**config.mk**
```make
export PLATFORM = sky130hd
export DESIGN_NAME = counter_seq
export DESIGN_NICKNAME = d
export VERILOG_FILES = /design/src/rtl/counter_seq.sv
export SDC_FILE = /design/constraint.sdc
export NUM_CORES = 1
export LEC_CHECK = 0
export CORE_MARGIN = 2
export CORE_UTILIZATION = 53
export CTS_CLUSTER_DIAMETER = 120
export DETAILED_ROUTE_END_ITERATION = 7
export PLACE_DENSITY = 0.89
export SYNTH_ARGS = -nofsm -noshare
export SYNTH_HDL_FRONTEND = slang
export SYNTH_SLANG_ARGS = --single-unit
export TNS_END_PERCENT = 100
```
**constraint.sdc**
```tcl
create_clock -name clk -period 3.84 [get_ports clk]
set_clock_uncertainty 0.1 [all_clocks]
set_input_delay 0.768 -clock clk [delete_from_list [all_inputs] [get_ports clk]]
set_output_delay 0.768 -clock clk [all_outputs]
set_load 0.05 [all_outputs]
```
**src/rtl/counter_seq.sv**
```systemverilog
// counter_seq: command-driven up/down counter with start, stop and pause.
// A START loads an initial count, latches the terminal count and direction,
// and runs until the count matches the terminal value, then pulses done.
// Optional build macro COUNTER_SEQ_AUTORELOAD_EN: on terminal match the
// counter reloads its start value and keeps running until a STOP arrives.
module counter_seq #(
  parameter int WIDTH = 8
) (
  input  logic             clk,
  input  logic             rst_n,
  input  logic             cmd_valid,
  output logic             cmd_ready,
  input  logic [1:0]       cmd_op,
  input  logic [WIDTH-1:0] cmd_start,
  input  logic [WIDTH-1:0] cmd_limit,
  input  logic             cmd_down,
  output logic [WIDTH-1:0] counter_output,
  output logic             busy,
  output logic             done,
  output logic             cmd_err
);

  localparam logic [1:0] OP_NOP    = 2'b00;
  localparam logic [1:0] OP_START  = 2'b01;
  localparam logic [1:0] OP_STOP   = 2'b10;
  localparam logic [1:0] OP_TOGGLE = 2'b11;

  typedef enum logic [1:0] {
    S_IDLE,
    S_RUN,
    S_PAUSE,
    S_DONE
  } state_t;

  state_t           state;
  logic [WIDTH-1:0] limit_q;
  logic [WIDTH-1:0] start_q;
  logic             down_q;

  logic             accept;
  logic             at_limit;
  logic [WIDTH-1:0] next_count;

  // NOTE: these are plain continuous assigns of state decodes, so no latch
  // can form and cmd_ready/busy depend on the state register alone.
  assign cmd_ready  = (state != S_DONE);
  assign busy       = (state == S_RUN) || (state == S_PAUSE);
  assign accept     = cmd_valid && cmd_ready;
  assign at_limit   = (counter_output == limit_q);
  assign next_count = down_q ? (counter_output - WIDTH'(1))
                             : (counter_output + WIDTH'(1));

  // Control FSM with registered count, done and cmd_err.
  always_ff @(posedge clk) begin
    if (!rst_n) begin
      // NOTE: every register, including the latched command fields, is
      // cleared so a reset mid-run leaves no stale limit or direction behind.
      state          <= S_IDLE;
      counter_output <= '0;
      limit_q        <= '0;
      start_q        <= '0;
      down_q         <= 1'b0;
      done           <= 1'b0;
      cmd_err        <= 1'b0;
    end else begin
      // NOTE: non-blocking defaults make done/cmd_err single-cycle pulses;
      // any later assignment in this block for the same edge overrides them.
      done    <= 1'b0;
      cmd_err <= 1'b0;

      case (state)
        S_IDLE: begin
          if (accept) begin
            case (cmd_op)
              OP_START: begin
                counter_output <= cmd_start;
                start_q        <= cmd_start;
                limit_q        <= cmd_limit;
                down_q         <= cmd_down;
                state          <= S_RUN;
              end
              OP_TOGGLE: cmd_err <= 1'b1;
              default:   ;  // STOP and NOP are silent while idle
            endcase
          end
        end

        S_RUN: begin
          if (accept && (cmd_op == OP_STOP)) begin
            // STOP beats a terminal match: abort with no done pulse.
            state <= S_IDLE;
          end else begin
            if (accept && (cmd_op == OP_START)) begin
              cmd_err <= 1'b1;
            end
            if (at_limit) begin
              // Terminal match wins over a pause request on the same edge.
              done <= 1'b1;
`ifdef COUNTER_SEQ_AUTORELOAD_EN
              counter_output <= start_q;
`else
              state <= S_DONE;
`endif
            end else if (accept && (cmd_op == OP_TOGGLE)) begin
              state <= S_PAUSE;
            end else begin
              counter_output <= next_count;
            end
          end
        end

        S_PAUSE: begin
          if (accept) begin
            case (cmd_op)
              OP_STOP:   state   <= S_IDLE;
              OP_TOGGLE: state   <= S_RUN;
              OP_START:  cmd_err <= 1'b1;
              default:   ;
            endcase
          end
        end

        S_DONE: state <= S_IDLE;

        default: state <= S_IDLE;
      endcase
    end
  end

  // OP_NOP is named for readability of the command map only.
  logic unused_nop;
  assign unused_nop = (OP_NOP == 2'b00);

endmodule

```
==> impl_results.md, run 1 <==
- Routability congestion estimate: 0.950
- Post-CTS setup buffers: 0
- Crit Reg-Reg Startpoint: state[0]
- Power share of the combinational group: 60.0%
- Syn_nets: 195
- Hpwl dp: 2.84 mm
- Post-CTS sizing: 0
- Vias per cell: 6.20
- Height of the die: 56.3 um
- Max Root-Sink Buffers: 2
- # diodes: 0
- Synth top area share: 29.0%
- Post-synthesis sequential area ratio: 29.0%
- Cell Chain, Critical Path: inv_1, ha_1, clkdlybuf4s50_1
- EDFF count, synth: 0
- Fin Setup TNS: 0 ns
- Crit Path Category: reg -> out
- Syn_area_per_cell: 9.01 um2
- Worst-path clk slew: 0.12 ns
- Clock root buffer: clkbuf_4
- Worst-skew pair later-pin latency: 0.32 ns
- Die Wd: 56.3 um
- Starting density of the core: 57.0%
- Sequential share of power: 29.7%
- Count of input and output buffers: 33
- WL/cell: 16.5 um
- Nets@finish: 228
- Die area: 3170 um2
- Top-count cell post-synth: dfxtp_1
- Hold Path Origin: state[1]
- CP max-delay cell: clkdlybuf4s50_1
- Global route total overflow: 0
- Crit share post-route: 72.3%
- Synthesis-stage register bit count: 21
- DRC: 0
- Delay of the slowest critical-path stage: 0.79 ns
- Ys flop type: dfxtp_1
- Global Route Usage Sum: 24.8%
- Placed cell areas: 1800 um2
- Hold buffers post-CTS: 0
- Status: completed
- Detail Route Antenna Nets: 0
- HP Class: reg -> reg
- Switch share: 48.5%
- Setup slack, reg-to-reg: 1.49 ns
- Max Cap Viol: 0
- Leakage Power: 0.830 nW
- Critical path's top delay family: buffers and inverters
- Setup WS pre-CTS: 0.813 ns
- Max-slew violation count: 0
- CTS tree: done
- Iteration-0 DRC Markers: 63
- CP arrival: 1.91 ns
- Count of final setup violators: 0
- Min cycle time layout: 2.78 ns
- IO Count: 34
- Area delta synth->final: 25.8%
- Largest net degree at the start of global routing: 15
- WL final: 3.67 mm
- RR Endpoint: counter_output[1]
- Worst Setup Start Kind: register
- Slew @ Worst Pin: 0.634 ns
- Initial antenna violation count: 0
- Critical Path Fanout Max: 4
- Clock Sinks: 21
- Final WS setup: 1.06 ns
- Synth cell types: 46
- Synth Warn #: 0
- Psw: 0.514 mW
- Mapped Area: 1450 um2
- First-pass GRT wire length: 6.27 mm
- Clock network power share: 10.4%
- Asr flop ratio synth: 0%
- WP data required: 2.97 ns
- Worst hold endpoint: state[1]
- CP bufs+invs: 2
- RSZ-0062 raised after global routing: no
- Peak Freq: 360 MHz
- DRT Pass-1 Iters: 4
- Num CTS Buffers: 3
- Post-route design area: 1830 um2
- Top post-synthesis cells by count: 21 x dfxtp_1, 19 x nor2_1, 11 x ha_1, 11 x mux2i_1, 11 x nand2_1
- Core footprint: 2540 um2
- # fillers: 205
- Max-slew headroom: 57.6%
- Post-synth top area cell: dfxtp_1
- Row cnt: 18
- Maximum vdd drop: 501 uV
- Share of post-route cells with drive strength above 1: 6.74%
- Vias: 1382
- Hold Violations, Final: 0
- R2R cell count: 6
- H-tree depth: 1
- Nature of the critical path endpoint: output pin
- PD cells: 581 nW/um2
- Hold Path Stages: 2
- Cells after Synth: 161
- Top cells by area, synth: dfxtp_1 29%, ha_1 9.5%, mux2i_1 7.6%
- Cell Int Power: 0.547 mW
- Vias in the first global route: 1337
## area by class of cell
class / count / area, um2 / share of cell area (%)
multi-input cells: 126 / 977 / 53.5
repair buffers: 33 / 330 / 18.1
flip-flops and latches: 21 / 420 / 23.0
clock buffers: 4 / 26.3 / 1.44
inverters: 9 / 33.8 / 1.85
well taps: 30 / 37.5 / 2.06
## flip-flops by register name, summed over array words and instances, names as in the netlist
signal	count
counter_output	8
done	1
down_q	1
state	2
cmd_err	1
limit_q	8
## tightest hold or removal path, delay by kind of cell, from the launching register on
kind / cells / cell delay [ns]
AND/OR/NAND/NOR: 1 / 0.06
flip-flops: 1 / 0.36
multiplexers: 1 / 0.05
## metrics by stage
| step | std cells | hold slack, ns | utilization [%] | power (mW) |
|---|---|---|---|---|
| 6_report | 223 | 0.410 | 71.7 | 1.06 |
| 5_1_grt | 223 | 0.462 | 71.7 | 1.13 |
| 4_1_cts | 223 | 0.411 | 71.7 | 1.06 |
| 3_5_place_dp | 219 | 0.394 | 70.7 | 0.950 |
| 3_3_place_gp | 219 | 0.387 | 70.7 | 0.926 |
| 2_1_floorplan | 161 | 0.368 | - | 0.775 |
## per-layer routing
| layer | share of wire (%) | vias up | GRT usage [%] | wire length, um |
|---|---|---|---|---|
| met5 | 0 | - | 0 | 0 |
| met4 | 0.68 | 0 | 4.76 | 25 |
| met3 | 5.3 | 4 | 5.99 | 196 |
| met2 | 52 | 45 | 44.4 | 1910 |
| met1 | 42 | 671 | 30.1 | 1540 |
| li1 | - | 662 | - | - |
## power by group through the flow
stage | sequential (mW) | combinational (mW) | clock [mW]
after floorplan | 0.399 | 0.376 | 0
after global placement | 0.316 | 0.610 | 0
after detailed placement | 0.318 | 0.632 | 0
after CTS | 0.313 | 0.635 | 0.111
after global routing | 0.318 | 0.687 | 0.122
final | 0.315 | 0.636 | 0.110
## logic make-up (layout without fill, tap and decap cells)
logic type               count (synthesis)  after routing  share of synthesized area [%]
AND/OR/NAND/NOR                         49             49                           18.1
adder cells (fa/ha/maj)                 12             12                           10.9
flip-flops                              21             21                           29.0
buffers and inverters                   14             46                           3.71
XOR/XNOR                                11             11                           6.64
AO/OA/AOI/OAI                           43             43                           24.1
multiplexers                            11             11                           7.59
## cell usage in the layout (no fill, tap or decap), types with 2 or more instances in the layout
| master | count |
|---|---|
| o211a_1 | 2 |
| dfxtp_1 | 21 |
| nand3b_1 | 2 |
| clkdlybuf4s50_1 | 33 |
| nor2_1 | 19 |
| inv_1 | 9 |
| a21oi_1 | 4 |
| o22a_1 | 2 |
| clkbuf_4 | 3 |
| mux2i_1 | 11 |
| o2111ai_1 | 2 |
| nor3_1 | 4 |
| nand3_1 | 2 |
| nand4_1 | 3 |
| xor2_1 | 9 |
| a211oi_1 | 2 |
| o211ai_1 | 2 |
| xnor2_1 | 2 |
| nor4_4 | 2 |
| nand2_1 | 11 |
| o21ai_0 | 5 |
| ha_1 | 11 |
| a31oi_1 | 4 |
| o31ai_1 | 3 |
| nor2b_1 | 3 |
## worst max path at each step
stage	start	cells after the start	end	slack, ns
after floorplan	counter_output[0]	7	counter_output[4]	1.61
after global placement	cmd_op[1]	6	counter_output[2]	0.88
after detailed placement	cmd_op[0]	6	counter_output[2]	0.81
after CTS	state[0]	3	busy	1.06
after global routing	state[0]	3	busy	0.98
final	state[0]	3	busy	1.06
No activity file was read; power rests on OpenSTA's default activity.
==> inputs of run 2 (changes only) <==
CORE_UTILIZATION = 45   (was 53)
PLACE_DENSITY = 0.81   (was 0.89)
clock period = 2.3 ns   (was 3.84 ns; I/O delays follow)
==> run 2 against run 1 <==
  * Combinational power increased by 71%
  * Power increased by 70%
  * Sequential power increased by 66%
  * Register-to-register slack got worse by 1.3 ns
  * Wire length increased by 2.2%
  * Cell area increased by 4.5%
==> impl_results.md, run 2 (synthesized netlist as in run 1, its figures left out) <==
- Status: completed
- Hold Violations, Final: 0
- Height of the die: 60.8 um
- Vias in the first global route: 1373
- Largest net degree at the start of global routing: 13
- Commonest non-fill, non-tap cell in the layout: clkdlybuf4s50_1
- Core footprint: 3050 um2
- Leakage Power: 0.876 nW
- Nets@finish: 237
- WL/cell: 15.3 um
- Most frequent cells in the layout: 31 x clkdlybuf4s50_1, 21 x dfxtp_1, 19 x nor2_1
- Placed cell areas: 1880 um2
- PD cells: 944 nW/um2
- Crit Path Category: reg -> out
- DRT Pass-1 Iters: 4
- Post-route design area: 1910 um2
- Initial antenna violation count: 0
- Count of input and output buffers: 33
- H-tree depth: 1
- Worst Setup Start Kind: register
- # fillers: 275
- Switch share: 48.2%
- HP Class: reg -> reg
- Num CTS Buffers: 3
- Power share of the combinational group: 60.6%
- Vias per cell: 5.70
- Row cnt: 20
- Clock network power share: 10.3%
- Cell Int Power: 0.933 mW
- Hold buffers post-CTS: 0
- Critical path's top delay family: buffers and inverters
- Slew @ Worst Pin: 0.510 ns
- Delay of the slowest critical-path stage: 0.86 ns
- Post-CTS setup buffers: 0
- Sequential share of power: 29.0%
- Die area: 3700 um2
- Setup WS pre-CTS: 0.0313 ns
- Total power draw: 1.80 mW
- Iteration-0 DRC Markers: 43
- Post-CTS sizing: 0
- Clock Sinks: 21
- Crit share post-route: 96.1%
- RSZ-0062 raised after global routing: no
- Worst-skew pair later-pin latency: 0.32 ns
- Detail Route Antenna Nets: 0
- WL final: 3.75 mm
- CP bufs+invs: 1
- Starting density of the core: 47.5%
- Hpwl dp: 2.90 mm
- Max Root-Sink Buffers: 2
- Routability congestion estimate: 0.928
- Max-slew violation count: 0
- Largest registers: counter_output (8), limit_q (8), state (2)
- Maximum vdd drop: 555 uV
- Critical Path Fanout Max: 4
- # diodes: 0
- DRC: 0
- Final WS setup: 0.0902 ns
- Die Wd: 60.8 um
- Share of post-route cells with drive strength above 1: 12.4%
- Cell Chain, Critical Path: clkdlybuf4s50_1
- Max Cap Viol: 0
- Global route total overflow: 0
- Fin Setup TNS: 0 ns
- Worst-path clk slew: 0.12 ns
- CP arrival: 1.65 ns
- Clock root buffer: clkbuf_4
- CTS tree: done
- Count of final setup violators: 0
- Area delta synth->final: 31.4%
- Vias: 1403
- Nature of the critical path endpoint: output pin
- Peak Freq: 453 MHz
- Psw: 0.868 mW
- Max-slew headroom: 65.9%
- Min cycle time layout: 2.21 ns
- First-pass GRT wire length: 6.20 mm
- IO Count: 34
- Global Route Usage Sum: 22.4%
- WP data required: 1.74 ns
- CP max-delay cell: clkdlybuf4s50_1
[run 2: cell count changes in the layout (fill, tap and decap cells not counted), sizes merged]
| cell | previous run | this run |
|---|---|---|
| clkbuf | 4 | 3 |
| clkinv | 0 | 1 |
| buf | 0 | 11 |
| clkdlybuf4s50 | 33 | 31 |
[run 2: final timing paths]
path / cells past startpoint / start / slack [ns] / to
max: 1 / counter_output[4] / 0.09 / counter_output[4]
min: 2 / state[1] / 0.41 / state[1]
max reg2reg: 6 / down_q / 0.19 / counter_output[4]
min reg2reg: 2 / state[1] / 0.41 / state[1]
[run 2: stage by stage]
step	utilization, %	std cells	hold WS (ns)
after floorplan	-	161	0.368
after global placement	61.6	242	0.385
after detailed placement	61.6	242	0.403
after CTS	62.5	246	0.421
after global routing	62.5	246	0.427
final	62.5	246	0.413
[run 2: area by class of cell]
cell class / count / area, um2 / area share [%]
Timing Repair Buffer: 42 / 393 / 20.6
Clock inverter: 1 / 5.00 / 0.262
Sequential cell: 21 / 420 / 22.0
Inverter: 9 / 33.8 / 1.77
Tap cell: 44 / 55.1 / 2.89
Clock buffer: 3 / 22.5 / 1.18
Multi-Input combinational cell: 126 / 977 / 51.2
[run 2: power by group through the flow]
stage / clock network (mW) / registers (mW) / logic, mW
2_1_floorplan: 0 / 0.666 / 0.628
3_3_place_gp: 0 / 0.526 / 1.06
3_5_place_dp: 0 / 0.529 / 1.08
4_1_cts: 0.195 / 0.523 / 1.09
5_1_grt: 0.205 / 0.532 / 1.18
6_report: 0.186 / 0.523 / 1.09
[run 2: metal layers]
layer | track usage [%] | share of wire (%)
met5 | 0 | 0
met4 | 7.14 | 1.9
met3 | 4.26 | 5.9
met2 | 39.5 | 50
met1 | 27.6 | 42
